===== src/rtl/vx_csr_access_sched_if.sv =====
// Requester-side handshake bundle for vx_csr_access_sched: per-requester request lanes plus
// the shared response channel. master = requesters, slave = scheduler.
interface vx_csr_access_sched_if #(
    parameter int unsigned NUM_REQS  = 2,
    parameter int unsigned NW_BITS   = 2,
    parameter int unsigned ADDR_BITS = 12,
    parameter int unsigned UUID_BITS = 44,
    parameter int unsigned IDX_BITS  = (NUM_REQS > 1) ? $clog2(NUM_REQS) : 1
);
    logic [NUM_REQS-1:0]           req_valid;
    logic [NUM_REQS-1:0]           req_ready;
    logic [2*NUM_REQS-1:0]         req_op;
    logic [ADDR_BITS*NUM_REQS-1:0] req_addr;
    logic [NW_BITS*NUM_REQS-1:0]   req_wid;
    logic [32*NUM_REQS-1:0]        req_data;
    logic [UUID_BITS*NUM_REQS-1:0] req_uuid;
    logic                          rsp_valid;
    logic [IDX_BITS-1:0]           rsp_idx;
    logic [31:0]                   rsp_data;
    logic                          rsp_ready;

    modport master (
        output req_valid, req_op, req_addr, req_wid, req_data, req_uuid, rsp_ready,
        input  req_ready, rsp_valid, rsp_idx, rsp_data
    );

    modport slave (
        input  req_valid, req_op, req_addr, req_wid, req_data, req_uuid, rsp_ready,
        output req_ready, rsp_valid, rsp_idx, rsp_data
    );
endinterface


===== src/rtl/vx_csr_access_sched.sv =====
// Round-robin scheduler performing atomic read-then-optional-write CSR accesses for NUM_REQS
// requesters. Define CSR_SCHED_PERF_EN to add perf_grants/perf_stalls counters.
module vx_csr_access_sched #(
    parameter int unsigned NUM_REQS  = 2,
    parameter int unsigned NW_BITS   = 2,
    parameter int unsigned ADDR_BITS = 12,
    parameter int unsigned UUID_BITS = 44
) (
    input  logic                 clk,
    input  logic                 reset,
    vx_csr_access_sched_if.slave bus,
    output logic                 csr_read_enable,
    output logic [ADDR_BITS-1:0] csr_read_addr,
    output logic [NW_BITS-1:0]   csr_read_wid,
    output logic [UUID_BITS-1:0] csr_read_uuid,
    input  logic [31:0]          csr_read_data,
    output logic                 csr_write_enable,
    output logic [ADDR_BITS-1:0] csr_write_addr,
    output logic [NW_BITS-1:0]   csr_write_wid,
    output logic [UUID_BITS-1:0] csr_write_uuid,
    output logic [31:0]          csr_write_data,
    output logic                 busy
`ifdef CSR_SCHED_PERF_EN
    ,
    output logic [31:0]          perf_grants,
    output logic [31:0]          perf_stalls
`endif
);
    localparam int unsigned IDX_BITS = (NUM_REQS > 1) ? $clog2(NUM_REQS) : 1;

    localparam logic [1:0] OpRead  = 2'd0;
    localparam logic [1:0] OpWrite = 2'd1;
    localparam logic [1:0] OpSet   = 2'd2;

    typedef enum logic [1:0] {StIdle, StRead, StWrite, StRsp} state_e;

    state_e               state_q;
    logic [IDX_BITS-1:0]  rr_ptr_q;
    logic [IDX_BITS-1:0]  idx_q;
    logic [1:0]           op_q;
    logic [ADDR_BITS-1:0] addr_q;
    logic [NW_BITS-1:0]   wid_q;
    logic [31:0]          data_q;
    logic [UUID_BITS-1:0] uuid_q;
    logic [31:0]          old_q;
    logic [31:0]          wdata_q;
    logic                 rd_en_q;
    logic                 wr_en_q;
    logic                 rsp_valid_q;

    logic                 grant_valid;
    logic [IDX_BITS-1:0]  grant_idx;
    logic [IDX_BITS:0]    cand_w;
    logic [NUM_REQS-1:0]  req_ready_w;

    // Scan requesters starting at rr_ptr, wrapping at NUM_REQS (need not be a power of two).
    always_comb begin
        grant_valid = 1'b0;
        grant_idx   = '0;
        cand_w      = '0;
        for (int k = 0; k < int'(NUM_REQS); k++) begin
            cand_w = {1'b0, rr_ptr_q} + (IDX_BITS+1)'(k);
            if (cand_w >= (IDX_BITS+1)'(NUM_REQS)) begin
                cand_w = cand_w - (IDX_BITS+1)'(NUM_REQS);
            end
            if (!grant_valid && bus.req_valid[cand_w[IDX_BITS-1:0]]) begin
                grant_valid = 1'b1;
                grant_idx   = cand_w[IDX_BITS-1:0];
            end
        end
    end

    always_comb begin
        req_ready_w = '0;
        if (reset && state_q == StIdle && grant_valid) begin
            req_ready_w = NUM_REQS'(1) << grant_idx;
        end
    end

    always_ff @(posedge clk or negedge reset) begin
        if (!reset) begin
            state_q     <= StIdle;
            rr_ptr_q    <= '0;
            idx_q       <= '0;
            op_q        <= '0;
            addr_q      <= '0;
            wid_q       <= '0;
            data_q      <= '0;
            uuid_q      <= '0;
            old_q       <= '0;
            wdata_q     <= '0;
            rd_en_q     <= 1'b0;
            wr_en_q     <= 1'b0;
            rsp_valid_q <= 1'b0;
        end else begin
            unique case (state_q)
                StIdle: begin
                    if (grant_valid) begin
                        idx_q    <= grant_idx;
                        op_q     <= bus.req_op[2*int'(grant_idx) +: 2];
                        addr_q   <= bus.req_addr[ADDR_BITS*int'(grant_idx) +: ADDR_BITS];
                        wid_q    <= bus.req_wid[NW_BITS*int'(grant_idx) +: NW_BITS];
                        data_q   <= bus.req_data[32*int'(grant_idx) +: 32];
                        uuid_q   <= bus.req_uuid[UUID_BITS*int'(grant_idx) +: UUID_BITS];
                        rr_ptr_q <= (grant_idx == IDX_BITS'(NUM_REQS - 1)) ? '0
                                                                          : grant_idx + 1'b1;
                        rd_en_q  <= 1'b1;
                        state_q  <= StRead;
                    end
                end
                StRead: begin
                    old_q   <= csr_read_data;
                    rd_en_q <= 1'b0;
                    // Set/clear with a zero operand must not touch the CSR.
                    if (op_q == OpRead || (op_q != OpWrite && data_q == '0)) begin
                        rsp_valid_q <= 1'b1;
                        state_q     <= StRsp;
                    end else begin
                        if (op_q == OpWrite) begin
                            wdata_q <= data_q;
                        end else if (op_q == OpSet) begin
                            wdata_q <= csr_read_data | data_q;
                        end else begin
                            wdata_q <= csr_read_data & ~data_q;
                        end
                        wr_en_q <= 1'b1;
                        state_q <= StWrite;
                    end
                end
                StWrite: begin
                    wr_en_q     <= 1'b0;
                    rsp_valid_q <= 1'b1;
                    state_q     <= StRsp;
                end
                StRsp: begin
                    if (bus.rsp_ready) begin
                        rsp_valid_q <= 1'b0;
                        state_q     <= StIdle;
                    end
                end
                default: state_q <= StIdle;
            endcase
        end
    end

    assign bus.req_ready     = req_ready_w;
    assign bus.rsp_valid     = rsp_valid_q;
    assign bus.rsp_idx       = idx_q;
    assign bus.rsp_data      = old_q;
    assign csr_read_enable   = rd_en_q;
    assign csr_read_addr     = addr_q;
    assign csr_read_wid      = wid_q;
    assign csr_read_uuid     = uuid_q;
    assign csr_write_enable  = wr_en_q;
    assign csr_write_addr    = addr_q;
    assign csr_write_wid     = wid_q;
    assign csr_write_uuid    = uuid_q;
    assign csr_write_data    = wdata_q;
    assign busy              = (state_q != StIdle);

`ifdef CSR_SCHED_PERF_EN
    logic [31:0] perf_grants_q;
    logic [31:0] perf_stalls_q;

    always_ff @(posedge clk or negedge reset) begin
        if (!reset) begin
            perf_grants_q <= '0;
            perf_stalls_q <= '0;
        end else begin
            if (|req_ready_w) begin
                perf_grants_q <= perf_grants_q + 32'd1;
            end
            if (|bus.req_valid && !(|req_ready_w)) begin
                perf_stalls_q <= perf_stalls_q + 32'd1;
            end
        end
    end

    assign perf_grants = perf_grants_q;
    assign perf_stalls = perf_stalls_q;
`endif
endmodule


===== src/flat_wrapper.sv =====
// flat-port wrapper written by rule: the top's interface ports become plain ports
module vx_csr_access_sched_flat 
#(
    parameter int unsigned NUM_REQS  = 2,
    parameter int unsigned NW_BITS   = 2,
    parameter int unsigned ADDR_BITS = 12,
    parameter int unsigned UUID_BITS = 44
)
  (clk, reset, csr_read_enable, csr_read_addr, csr_read_wid, csr_read_uuid, csr_read_data, csr_write_enable, csr_write_addr, csr_write_wid, csr_write_uuid, csr_write_data, busy, bus_req_valid, bus_req_op, bus_req_addr, bus_req_wid, bus_req_data, bus_req_uuid, bus_rsp_ready, bus_req_ready, bus_rsp_valid, bus_rsp_idx, bus_rsp_data);
  vx_csr_access_sched_if #(.NUM_REQS(NUM_REQS), .NW_BITS(NW_BITS), .ADDR_BITS(ADDR_BITS), .UUID_BITS(UUID_BITS), .IDX_BITS((1))) bus_i ();
  input  logic clk;
  input  logic reset;
  output logic csr_read_enable;
  output logic [ADDR_BITS-1:0] csr_read_addr;
  output logic [NW_BITS-1:0] csr_read_wid;
  output logic [UUID_BITS-1:0] csr_read_uuid;
  input  logic [31:0] csr_read_data;
  output logic csr_write_enable;
  output logic [ADDR_BITS-1:0] csr_write_addr;
  output logic [NW_BITS-1:0] csr_write_wid;
  output logic [UUID_BITS-1:0] csr_write_uuid;
  output logic [31:0] csr_write_data;
  output logic busy;
  input wire logic [$bits(bus_i.req_valid)-1:0] bus_req_valid;
  input wire logic [$bits(bus_i.req_op)-1:0] bus_req_op;
  input wire logic [$bits(bus_i.req_addr)-1:0] bus_req_addr;
  input wire logic [$bits(bus_i.req_wid)-1:0] bus_req_wid;
  input wire logic [$bits(bus_i.req_data)-1:0] bus_req_data;
  input wire logic [$bits(bus_i.req_uuid)-1:0] bus_req_uuid;
  input wire logic [$bits(bus_i.rsp_ready)-1:0] bus_rsp_ready;
  output wire logic [$bits(bus_i.req_ready)-1:0] bus_req_ready;
  output wire logic [$bits(bus_i.rsp_valid)-1:0] bus_rsp_valid;
  output wire logic [$bits(bus_i.rsp_idx)-1:0] bus_rsp_idx;
  output wire logic [$bits(bus_i.rsp_data)-1:0] bus_rsp_data;
  assign bus_i.req_valid = bus_req_valid;
  assign bus_i.req_op = bus_req_op;
  assign bus_i.req_addr = bus_req_addr;
  assign bus_i.req_wid = bus_req_wid;
  assign bus_i.req_data = bus_req_data;
  assign bus_i.req_uuid = bus_req_uuid;
  assign bus_i.rsp_ready = bus_rsp_ready;
  assign bus_req_ready = bus_i.req_ready;
  assign bus_rsp_valid = bus_i.rsp_valid;
  assign bus_rsp_idx = bus_i.rsp_idx;
  assign bus_rsp_data = bus_i.rsp_data;
  vx_csr_access_sched #(.NUM_REQS(NUM_REQS), .NW_BITS(NW_BITS), .ADDR_BITS(ADDR_BITS), .UUID_BITS(UUID_BITS)) u_core (.clk(clk), .reset(reset), .bus(bus_i), .csr_read_enable(csr_read_enable), .csr_read_addr(csr_read_addr), .csr_read_wid(csr_read_wid), .csr_read_uuid(csr_read_uuid), .csr_read_data(csr_read_data), .csr_write_enable(csr_write_enable), .csr_write_addr(csr_write_addr), .csr_write_wid(csr_write_wid), .csr_write_uuid(csr_write_uuid), .csr_write_data(csr_write_data), .busy(busy));
endmodule

===== config.mk =====
export PLATFORM = sky130hd
export DESIGN_NAME = vx_csr_access_sched_flat
export DESIGN_NICKNAME = d
export VERILOG_FILES = /design/src/rtl/vx_csr_access_sched_if.sv /design/src/rtl/vx_csr_access_sched.sv /design/src/flat_wrapper.sv
export SDC_FILE = /design/constraint.sdc
export NUM_CORES = 1
export LEC_CHECK = 0
export ABC_AREA = 1
export CORE_AREA = 2 2 160 162
export CTS_CLUSTER_DIAMETER = 60
export DETAILED_ROUTE_END_ITERATION = 12
export DIE_AREA = 0 0 162 164
export PLACE_DENSITY = 0.67
export SYNTH_ARGS = -nofsm -noshare
export SYNTH_HDL_FRONTEND = slang
export SYNTH_SLANG_ARGS = --single-unit

===== constraint.sdc =====
create_clock -name clk -period 2.5 [get_ports clk]
set_clock_uncertainty 0.2 [all_clocks]
set_input_delay 0.5 -clock clk [delete_from_list [all_inputs] [get_ports clk]]
set_output_delay 0.5 -clock clk [all_outputs]
set_load 0.01 [all_outputs]

After elaboration in Yosys (flattened, before gate mapping)
Index checks and enable logic that the tools add are counted.
{ "word_totals": {"ff_bits": 163, "input_bits": 221, "output_inout_bits": 187} }
{ "classes": {"add_sub_neg": 4, "n_mul": 2, "magnitude_cmp": 4, "n_eq_ne": 10, "shift": 6, "n_mux": 25, "bitwise": 4, "n_reduce_logical": 19} }
{ "ops": {"columns": ["cell", "n"], "rows": [
  ["indexed part select 88 x 8 -> 44 bit", 1],
  ["2-to-1 mux 32 bit", 2],
  ["indexed part select 64 x 7 -> 32 bit", 1],
  ["bitwise AND 32 bit", 1],
  ["logical NOT 32 bit", 1],
  ["NOT 32 bit", 1],
  ["OR 32 bit", 1],
  ["indexed part select 24 x 6 -> 12 bit", 1],
  ["2-to-1 mux 1 bit", 16],
  ["AND reduction 2 bit", 5],
  ["one-hot mux 2 bit (4 select lines)", 1],
  ["indexed part select 4 x 3 -> 2 bit", 2],
  ["equality test 2 bit, second input constant", 3],
  ["2-to-1 mux 2 bit", 3],
  ["inequality test 2 x 1 -> 1 bit, second input constant", 3],
  ["nonzero test 2 bit", 3],
  ["multiplier 4 x 1 -> 5 bit, first input constant", 1],
  ["equality test 2 x 1 -> 1 bit, second input constant", 2],
  ["logical AND 1 bit", 4],
  ["logical NOT 2 bit", 2],
  ["< comparator 1 x 2 -> 1 bit, second input constant", 2],
  ["inequality test 2 bit, second input constant", 2],
  ["one-hot mux 1 bit (2 select lines)", 2],
  ["multiplier 2 x 1 -> 3 bit, first input constant", 1],
  ["12 further kinds", 13]
]} }

Logic depth before layout (Yosys ltp)
Gate-level depths: netlist of the first run.
{ "depth": {"depth_word": 10, "mapped_depth": 11} }

Worst setup path before layout of the first run
No wires, ideal clock.
{ "synth_timing": {"path_kind": "flip-flop to output port", "from": "reg u_core.state_q[0]", "to": "out bus_req_ready[0]", "arrival_time_ps": 1734, "required_ps": 1800, "path_slack_ps": 66, "path_stages_with_launch": 11, "path_buffers": 3, "cell_sequence": "dfrtp_1 > inv_1 > ha_1 > inv_2 > nor2_2 > inv_2 > or2_1 > clkbuf_1 > buf_6 > buf_6 > nor2_1"} }
{ "synth_via": {"elab_chain_cells": 4} }
{ "synth_rtl": {"columns": ["element", "line_no", "text"], "rows": [
  ["start, declared", "vx_csr_access_sched.sv:37", "state_e state_q;"],
  ["start signal, assigned", "vx_csr_access_sched.sv:82", "state_q <= StIdle;"],
  ["start signal, assigned", "vx_csr_access_sched.sv:108", "state_q <= StRead;"],
  ["start signal, assigned", "vx_csr_access_sched.sv:117", "state_q <= StRsp;"],
  ["logical NOT 2 bit", "vx_csr_access_sched.sv:75", "if (reset && state_q == StIdle && grant_valid) begin"],
  ["logical AND 1 bit (2 in series)", "vx_csr_access_sched.sv:75", null],
  ["2-to-1 mux 2 bit", "vx_csr_access_sched.sv:75", null],
  ["end, declared", "flat_wrapper.sv:31", "output wire logic [$bits(bus_i.req_ready)-1:0] bus_req_ready;"]
]} }
No other way between the ends.

Worst setup path after layout of the first run
Same ends and word-level chain as after synthesis.

==> results of run 1 <==
==> worst max-delay path: stages (launching register included) <==
cell     delay (ns)
dfrtp_1        0.38
inv_1          0.08
ha_2           0.19
inv_2          0.06
nor2_4         0.11
inv_2          0.04
or2_4          0.23
nor2_2         0.09
buf_2          0.14
==> path summary, 6_finish.rpt <==
check / start / endpoint / depth (start not counted)
setup / recovery: u_core.state_q[0] / bus_req_ready[0] / 8
max in group asynchronous: reset / u_core.csr_read_uuid[22] / 2
hold reg to reg: u_core.bus.rsp_data[21] / u_core.bus.rsp_data[21] / 2
hold / removal: reset / u_core.csr_read_enable / 2
setup reg to reg: u_core.state_q[0] / u_core.csr_read_addr[1] / 9
min in group clk: u_core.bus.rsp_data[21] / u_core.bus.rsp_data[21] / 2
==> cells in the final DEF (no fill, tap or decap), types with 2 or more instances in the layout <==
master and n:
a21oi_1 3, buf_4 25, buf_6 2, bufinv_16 2, clkbuf_16 17, clkdlybuf4s50_1 404, clkinvlp_4 2, dfrtp_1 163
diode_2 2, ha_1 3, ha_2 2, inv_1 136, inv_2 2, inv_6 6, nand2_1 274, nand3_1 126
nor2_1 25, nor2_2 2, o211ai_2 58, o21ai_0 35, o221ai_1 33
==> cell type report <==
type | instances | area share [%]
well taps | 330 | 3.17
inverters | 138 | 3.98
repair buffers | 434 | 32.9
clock inverters | 13 | 1.26
multi-input cells | 570 | 24.0
diodes | 2 | 0.0384
flip-flops and latches | 163 | 31.3
clock buffers | 19 | 3.40
==> stage by stage <==
step | hold WS (ns) | instances | utilization (%) | setup slack [ns] | TNS (ns)
global placement | 0.254 | 1635 | 50.0 | -0.301 | -12.17
floorplan | 0.00441 | 989 | - | 0.0657 | 0
finish | -0.0119 | 1669 | 52.5 | 0.0560 | 0
detailed placement | 0.260 | 1635 | 50.0 | -0.312 | -15.16
CTS | 0.0440 | 1667 | 52.5 | 0.0119 | 0
global route | 0.0424 | 1667 | 52.5 | -0.0552 | -0.0552
==> registers in the layout, summed over array words and instances, names as in the netlist, 2 cells and up <==
name and flops:
u_core.bus.rsp_data 32, u_core.csr_read_addr 12, u_core.csr_read_uuid 44, u_core.csr_read_wid 2
u_core.csr_write_data 32, u_core.data_q 32, u_core.op_q 2, u_core.state_q 2
==> logic make-up after synthesis <==
family | synth area share, %
AO/OA/AOI/OAI | 14.7
buffers and inverters | 14.8
adder cells (fa/ha/maj) | 0.744
AND/OR/NAND/NOR | 21.2
flip-flops | 48.5
==> per-layer routing <==
| layer | wire [um] | share of wire (%) | vias to the layer above |
|---|---|---|---|
| met5 | 29 | 0.099 | - |
| met4 | 658 | 2.2 | 4 |
| met3 | 2260 | 7.7 | 32 |
| met2 | 14300 | 49 | 299 |
| met1 | 12100 | 41 | 3797 |
| li1 | - | - | 3812 |
==> where the power goes <==
part / switching, uW / leakage, uW / internal [uW]
logic: 4290 / 0.00382 / 4230
registers: 867 / 0.00202 / 3930
clock network: 1220 / 0.000291 / 1540
==> repair_timing <==
item,4_1_cts,5_1_grt
endpoints found under the setup margin,2,10
setup buffers,0,0
gates resized for setup,6,4
==> qor.yml, run 1 <==
global_routing:
  grt_pass1_vias: 8007
  grt_use_met3_pct: 6.92
  top_usage_layer: "met2"
  grt_pass1_wl_mm: 44.9
  use_met2_pct: 36.6
  grt_antenna_before_repair: 5
  met1_usage_pct: 27.1
  grt_max_degree: 115
  grt_usage_pct: 21.9
  grt-ovfl-total: 0
route:
  ant_nets: 0
  num_vias: 7944
  wl_per_cell_um: 17.6
  drc: 0
  dr.pass1.iters: 5
  drt_iter0_drc: 445
  wirelength_mm: 29.3
  vias_per_cell: 4.76
job:
  cap_violations: 0
cts:
  htreeDepth: 4
  clk_latency_ns: 0.43
  cts.sinks: 163
  cts_tree: "done"
  cts-root-buf: "clkbuf_16"
  cts-buffers-inserted: 17
  hold_buffers: 0
  clk_pin_slew_ns: 0.08
  cts_buffer_depth: 2
sta:
  worst_pin_slew_ns: 0.834
  slew_headroom_pct: 44.4
  finalCritPeriodShare_pct: 97.8
  holdWs_ns: -0.0119
  rsz0062_at_grt: "true"
  period_minus_slack_ns: 2.44
  hold_viol_final: 15
  maxSlewViolCount: 0
  timing.fmax_mhz: 409
  finalSetupViolations: 0
floorplan:
  die_height_um: 164
  ios: 408
  rows: 58
  dieWidth_um: 162
  core_area_um2: 24800
  die_area_um2: 26600
  initial_utilization_pct: 33.9
pwr:
  power_leakage_uw: 0.00613
  powerDensity_nw_per_um2: 1230
  finalPower_uw: 16100
  vdd_ir_drop_max_uv: 788
finish:
  drive_above_1_share_pct: 9.65
  num-nets-final: 1550
  multi_input_area_um2: 3120
  final-seq-area_um2: 4080
  n_fill_cell: 2419
  postLayoutCellArea_um2: 13000
  syn_to_final_growth_pct: 54.8
setup_path:
  arrival_ns: 1.74
  crit_type: "flop to primary output"
  path_max_fanout: 2
  reg2reg_slack_ns: 0.35
  endpoint_kind: "primary output"
  cp-start-kind: "flop"
  required_ns: 1.80
synthesis:
  syn_inst: 989
  synth_area_leaders: "dfrtp_1 (48%), nand2_1 (12%), o211ai_2 (8.6%)"
  syn_nets: 1215
  synth_warnings: 0
  synth_edf_count: 0
  yosysSeqAreaShare_pct: 48.5
  synth_top_area_share_pct: 48.5
  yosysMostFrequentCell: "nand2_1"
  synth_common_cells: "nand2_1 (274), dfrtp_1 (163), inv_1 (136)"
  yosysUniqueCellTypes: 24
  ys_seq_elements: 163
  syn_avg_cell_area_um2: 8.51
  synth_area_um2: 8410
  ys.flop_type: "dfrtp_1"
  synth_area_leader_cell: "dfrtp_1"
  synthArstFlopShare_pct: 100
place:
  place.gp.congestion: 0.813
  dp_hpwl_mm: 21.7
  port_buffers: 407
  place_area_um2: 12400
run_status:
  status: "finished, violations left"
  failed_checks: "hold timing"
worst_hold_path:
  hold_path_class: "primary input to asynchronous set/reset pin"
No activity file was read; power rests on OpenSTA's default activity.
==> run 2, diff against run 1 <==
CTS_CLUSTER_SIZE = 20   (was default)
==> results of run 2 <==
The final DEF is identical to that of run 1; final timing and power are the same.
==> run 3, diff against run 2 <==
ABC_AREA = default   (was 1)
CORE_AREA = 2 2 157 159   (was 2 2 160 162)
DIE_AREA = 0 0 159 161   (was 0 0 162 164)
==> qor.yml, run 3 <==
sta:
  hold_viol_final: 0  # -15
  finalCritPeriodShare_pct: 96.5  # -1.2 points
  maxSlewViolCount: 0  # unchanged
  post-route-worst-setup-slack_ns: 0.0871  # +0.0311 ns
  period_minus_slack_ns: 2.41  # -0.0311 ns
  timing.fmax_mhz: 414  # +1.3%
  slew_headroom_pct: 41.1  # -3.3 points
  rsz0062_at_grt: "false"
  worst_pin_slew_ns: 0.884  # +0.0502 ns
  finalSetupViolations: 0  # unchanged
cts:
  cts_buffer_depth: 2  # unchanged
  cts-buffers-inserted: 17  # unchanged
  cts.sinks: 163  # unchanged
  clk_latency_ns: 0.43  # about the same
  clk_pin_slew_ns: 0.07  # about the same
  cts_tree: "done"
  htreeDepth: 4  # unchanged
  cts-root-buf: "clkbuf_16"
pwr:
  p_sw_share_pct: 37.0  # -2.6 points
  p_sw_uw: 6200  # -2.7%
  power_leakage_uw: 0.00556  # -9.3%
  pwr-share-clk_pct: 15.1  # -2.0 points
  p_comb_share_pct: 54.2  # +1.2 points
  p_int_uw: 10500  # +8.7%
  powerDensity_nw_per_um2: 1320  # +6.8%
  finalPower_uw: 16700  # +4.1%
  p_seq_share_pct: 30.7  # +0.8 points
  vdd_ir_drop_max_uv: 671  # -15%
synthesis:
  yosysSeqAreaShare_pct: 51.4  # +2.9 points
  synth_top_area_share_pct: 51.4  # +2.9 points
  synthAdderAreaFrac_pct: 0.788  # +0.045 points
  syn_inst: 672  # -32%
  ys_seq_elements: 163  # unchanged
  synth_edf_count: 0  # unchanged
  yosysMostFrequentCell: "dfrtp_1"
  synth_warnings: 0  # unchanged
  ys.flop_type: "dfrtp_1"
  synth_compound_area_share_pct: 17.0  # +2.3 points
  synth_common_cells: "dfrtp_1 (163), inv_1 (99), a222oi_1 (92)"
  synthMuxAreaShare_pct: 10.6  # +11 points
  yosysUniqueCellTypes: 39  # +63%
  syn_avg_cell_area_um2: 11.8  # +39%
  post_synth_and_or_nand_nor_area_fraction_pct: 3.96  # -17 points
  synth_area_um2: 7940  # -5.7%
  synth_top_family_by_area: "compound AO/OA/AOI/OAI gates"
  synth_area_leaders: "dfrtp_1 (51%), a222oi_1 (12%), buf_4 (5.5%)"
  synthArstFlopShare_pct: 100  # unchanged
  synth_area_leader_cell: "dfrtp_1"
  synth_xor_area_share_pct: 3.53  # +3.5 points
  syn_nets: 898  # -26%
job:
  cap_violations: 0  # unchanged
floorplan:
  die_area_um2: 25600  # -3.6%
  core_area_um2: 24000  # -3.4%
  die_height_um: 161  # -1.8%
  rows: 57  # -1.7%
  dieWidth_um: 159  # -1.9%
  ios: 408  # unchanged
  initial_utilization_pct: 33.1  # -0.77 points
global_routing:
  grt-ovfl-total: 0  # unchanged
  grt_pass1_wl_mm: 43.2  # -3.8%
  grt_antenna_before_repair: 0  # -5
  grt_usage_pct: 21.8  # -0.045 points
  grt_pass1_vias: 7071  # -12%
  grt_max_degree: 73  # -37%
setup_path:
  cpPeakStageDelay_ns: 0.61  # +0.23 ns
  endpoint_kind: "flop"
  arrival_ns: 2.52  # +0.78 ns
  cp-start-kind: "flop"
  rr_worst_depth: 5  # -4
  crit_path_top_delay_cell: "or4_4"
  path_max_fanout: 19  # +17
  crit_type: "flop to flop"
  required_ns: 2.60  # +0.80 ns
  path_cells: "or4_4 > nor4_4 > a311oi_4 > buf_12 > mux2_4"
finish:
  largest_reg_flops: 44  # unchanged
  most-common-layout-cells: "clkdlybuf4s50_1 (404), dfrtp_1 (161), inv_1 (97)"
  n_fill_cell: 2192  # -9.4%
  num-nets-final: 1247  # -20%
  num_antenna_cells: 0  # -2
  syn_to_final_growth_pct: 60.0
  final-seq-area_um2: 4080  # about the same
  drive_above_1_share_pct: 14.2  # +4.6 points
  multi_input_area_um2: 2910  # -6.7%
  final_common_cell: "clkdlybuf4s50_1"
place:
  place.gp.congestion: 0.829  # +2.0%
  port_buffers: 407  # unchanged
  dp_hpwl_mm: 21.0  # -3.3%
  pre_cts_slack_ns: -0.129  # +0.183 ns
route:
  wl_per_cell_um: 20.8  # +19%
  drc: 0  # unchanged
  vias_per_cell: 5.09  # +6.9%
  dr.pass1.iters: 7  # +2
  num_vias: 6907  # -13%
  ant_nets: 0  # unchanged
  wirelength_mm: 28.3  # -3.6%
  drt_iter0_drc: 623  # +40%
worst_hold_path:
  hold_path_class: "primary input to asynchronous set/reset pin"
run_status:
  status: "complete, no violations"
==> run 3: cell type report <==
cell class | instances | area share [%]
clock buffers | 18 | 3.46
clock inverters | 14 | 0.936
inverters | 99 | 2.93
multi-input cells | 304 | 22.9
flip-flops and latches | 163 | 32.1
well taps | 324 | 3.19
repair buffers | 436 | 34.4
==> run 3: cells by family after synthesis <==
kind of cell | after synthesis
adder cells (fa/ha/maj) | 5
multiplexers | 65
flip-flops | 163
AND/OR/NAND/NOR | 61
buffers and inverters | 205
AO/OA/AOI/OAI | 141
XOR/XNOR | 32
==> run 3: path summary, 6_finish.rpt <==
check                                            endpoint                   start  slack, ns
worst min register to register     u_core.csr_read_enable  u_core.csr_read_enable       0.28
worst max-delay path            u_core.csr_write_data[28]        u_core.data_q[7]       0.09
worst max register to register  u_core.csr_write_data[28]        u_core.data_q[7]       0.09
min in group clk                   u_core.csr_read_enable  u_core.csr_read_enable       0.28
worst min-delay path             u_core.csr_write_data[5]                   reset       0.01
max in group asynchronous                  u_core.op_q[0]                   reset       1.33
==> run 3: what timing repair did <==
item                                    CTS  global route
hold buffers                              0             0
setup buffers                             0             2
endpoints found under the setup margin    3             5
gates resized for setup                   6             4
==> run 3: worst max-delay path: cells and delay by family (launching register included) <==
family | cells | cell delay, ns
AOI/OAI and AO/OA | 1 | 0.17
and+or+nand+nor | 2 | 0.96
buffers and inverters | 1 | 0.21
DFF | 1 | 0.43
muxes | 1 | 0.31
==> run 3: power groups by stage <==
| stage | registers, uW | clock network, uW | logic, uW |
|---|---|---|---|
| 6_report | 5140 | 2530 | 9080 |
| 5_1_grt | 5310 | 2700 | 9740 |
| 4_1_cts | 5150 | 2600 | 9180 |
| 3_5_place_dp | 5190 | 0 | 9110 |
| 3_3_place_gp | 5150 | 0 | 8960 |
| 2_1_floorplan | 5320 | 0 | 4720 |
==> run 3: stage by stage <==
| step | util [%] | std cells | area [um^2] | setup TNS, ns | hold slack [ns] |
|---|---|---|---|---|---|
| 2_1_floorplan | - | 672 | 7940 | 0 | 0.00441 |
| 5_1_grt | 53.0 | 1358 | 12700 | 0 | 0.0630 |
| 3_3_place_gp | 50.5 | 1324 | 12100 | -4.89 | 0.263 |
| 3_5_place_dp | 50.5 | 1324 | 12100 | -8.07 | 0.270 |
| 4_1_cts | 52.9 | 1356 | 12700 | 0 | 0.0441 |
| 6_report | 53.0 | 1358 | 12700 | 0 | 0.0142 |
==> run 3: layer usage <==
metal / part of all wire [%] / GRT usage [%] / vias to the layer above
met5: 0 / 0 / -
met4: 2.5 / 7.02 / 0
met3: 8.3 / 7.14 / 32
met2: 51 / 38.5 / 321
met1: 38 / 25.1 / 3413
li1: - / - / 3141
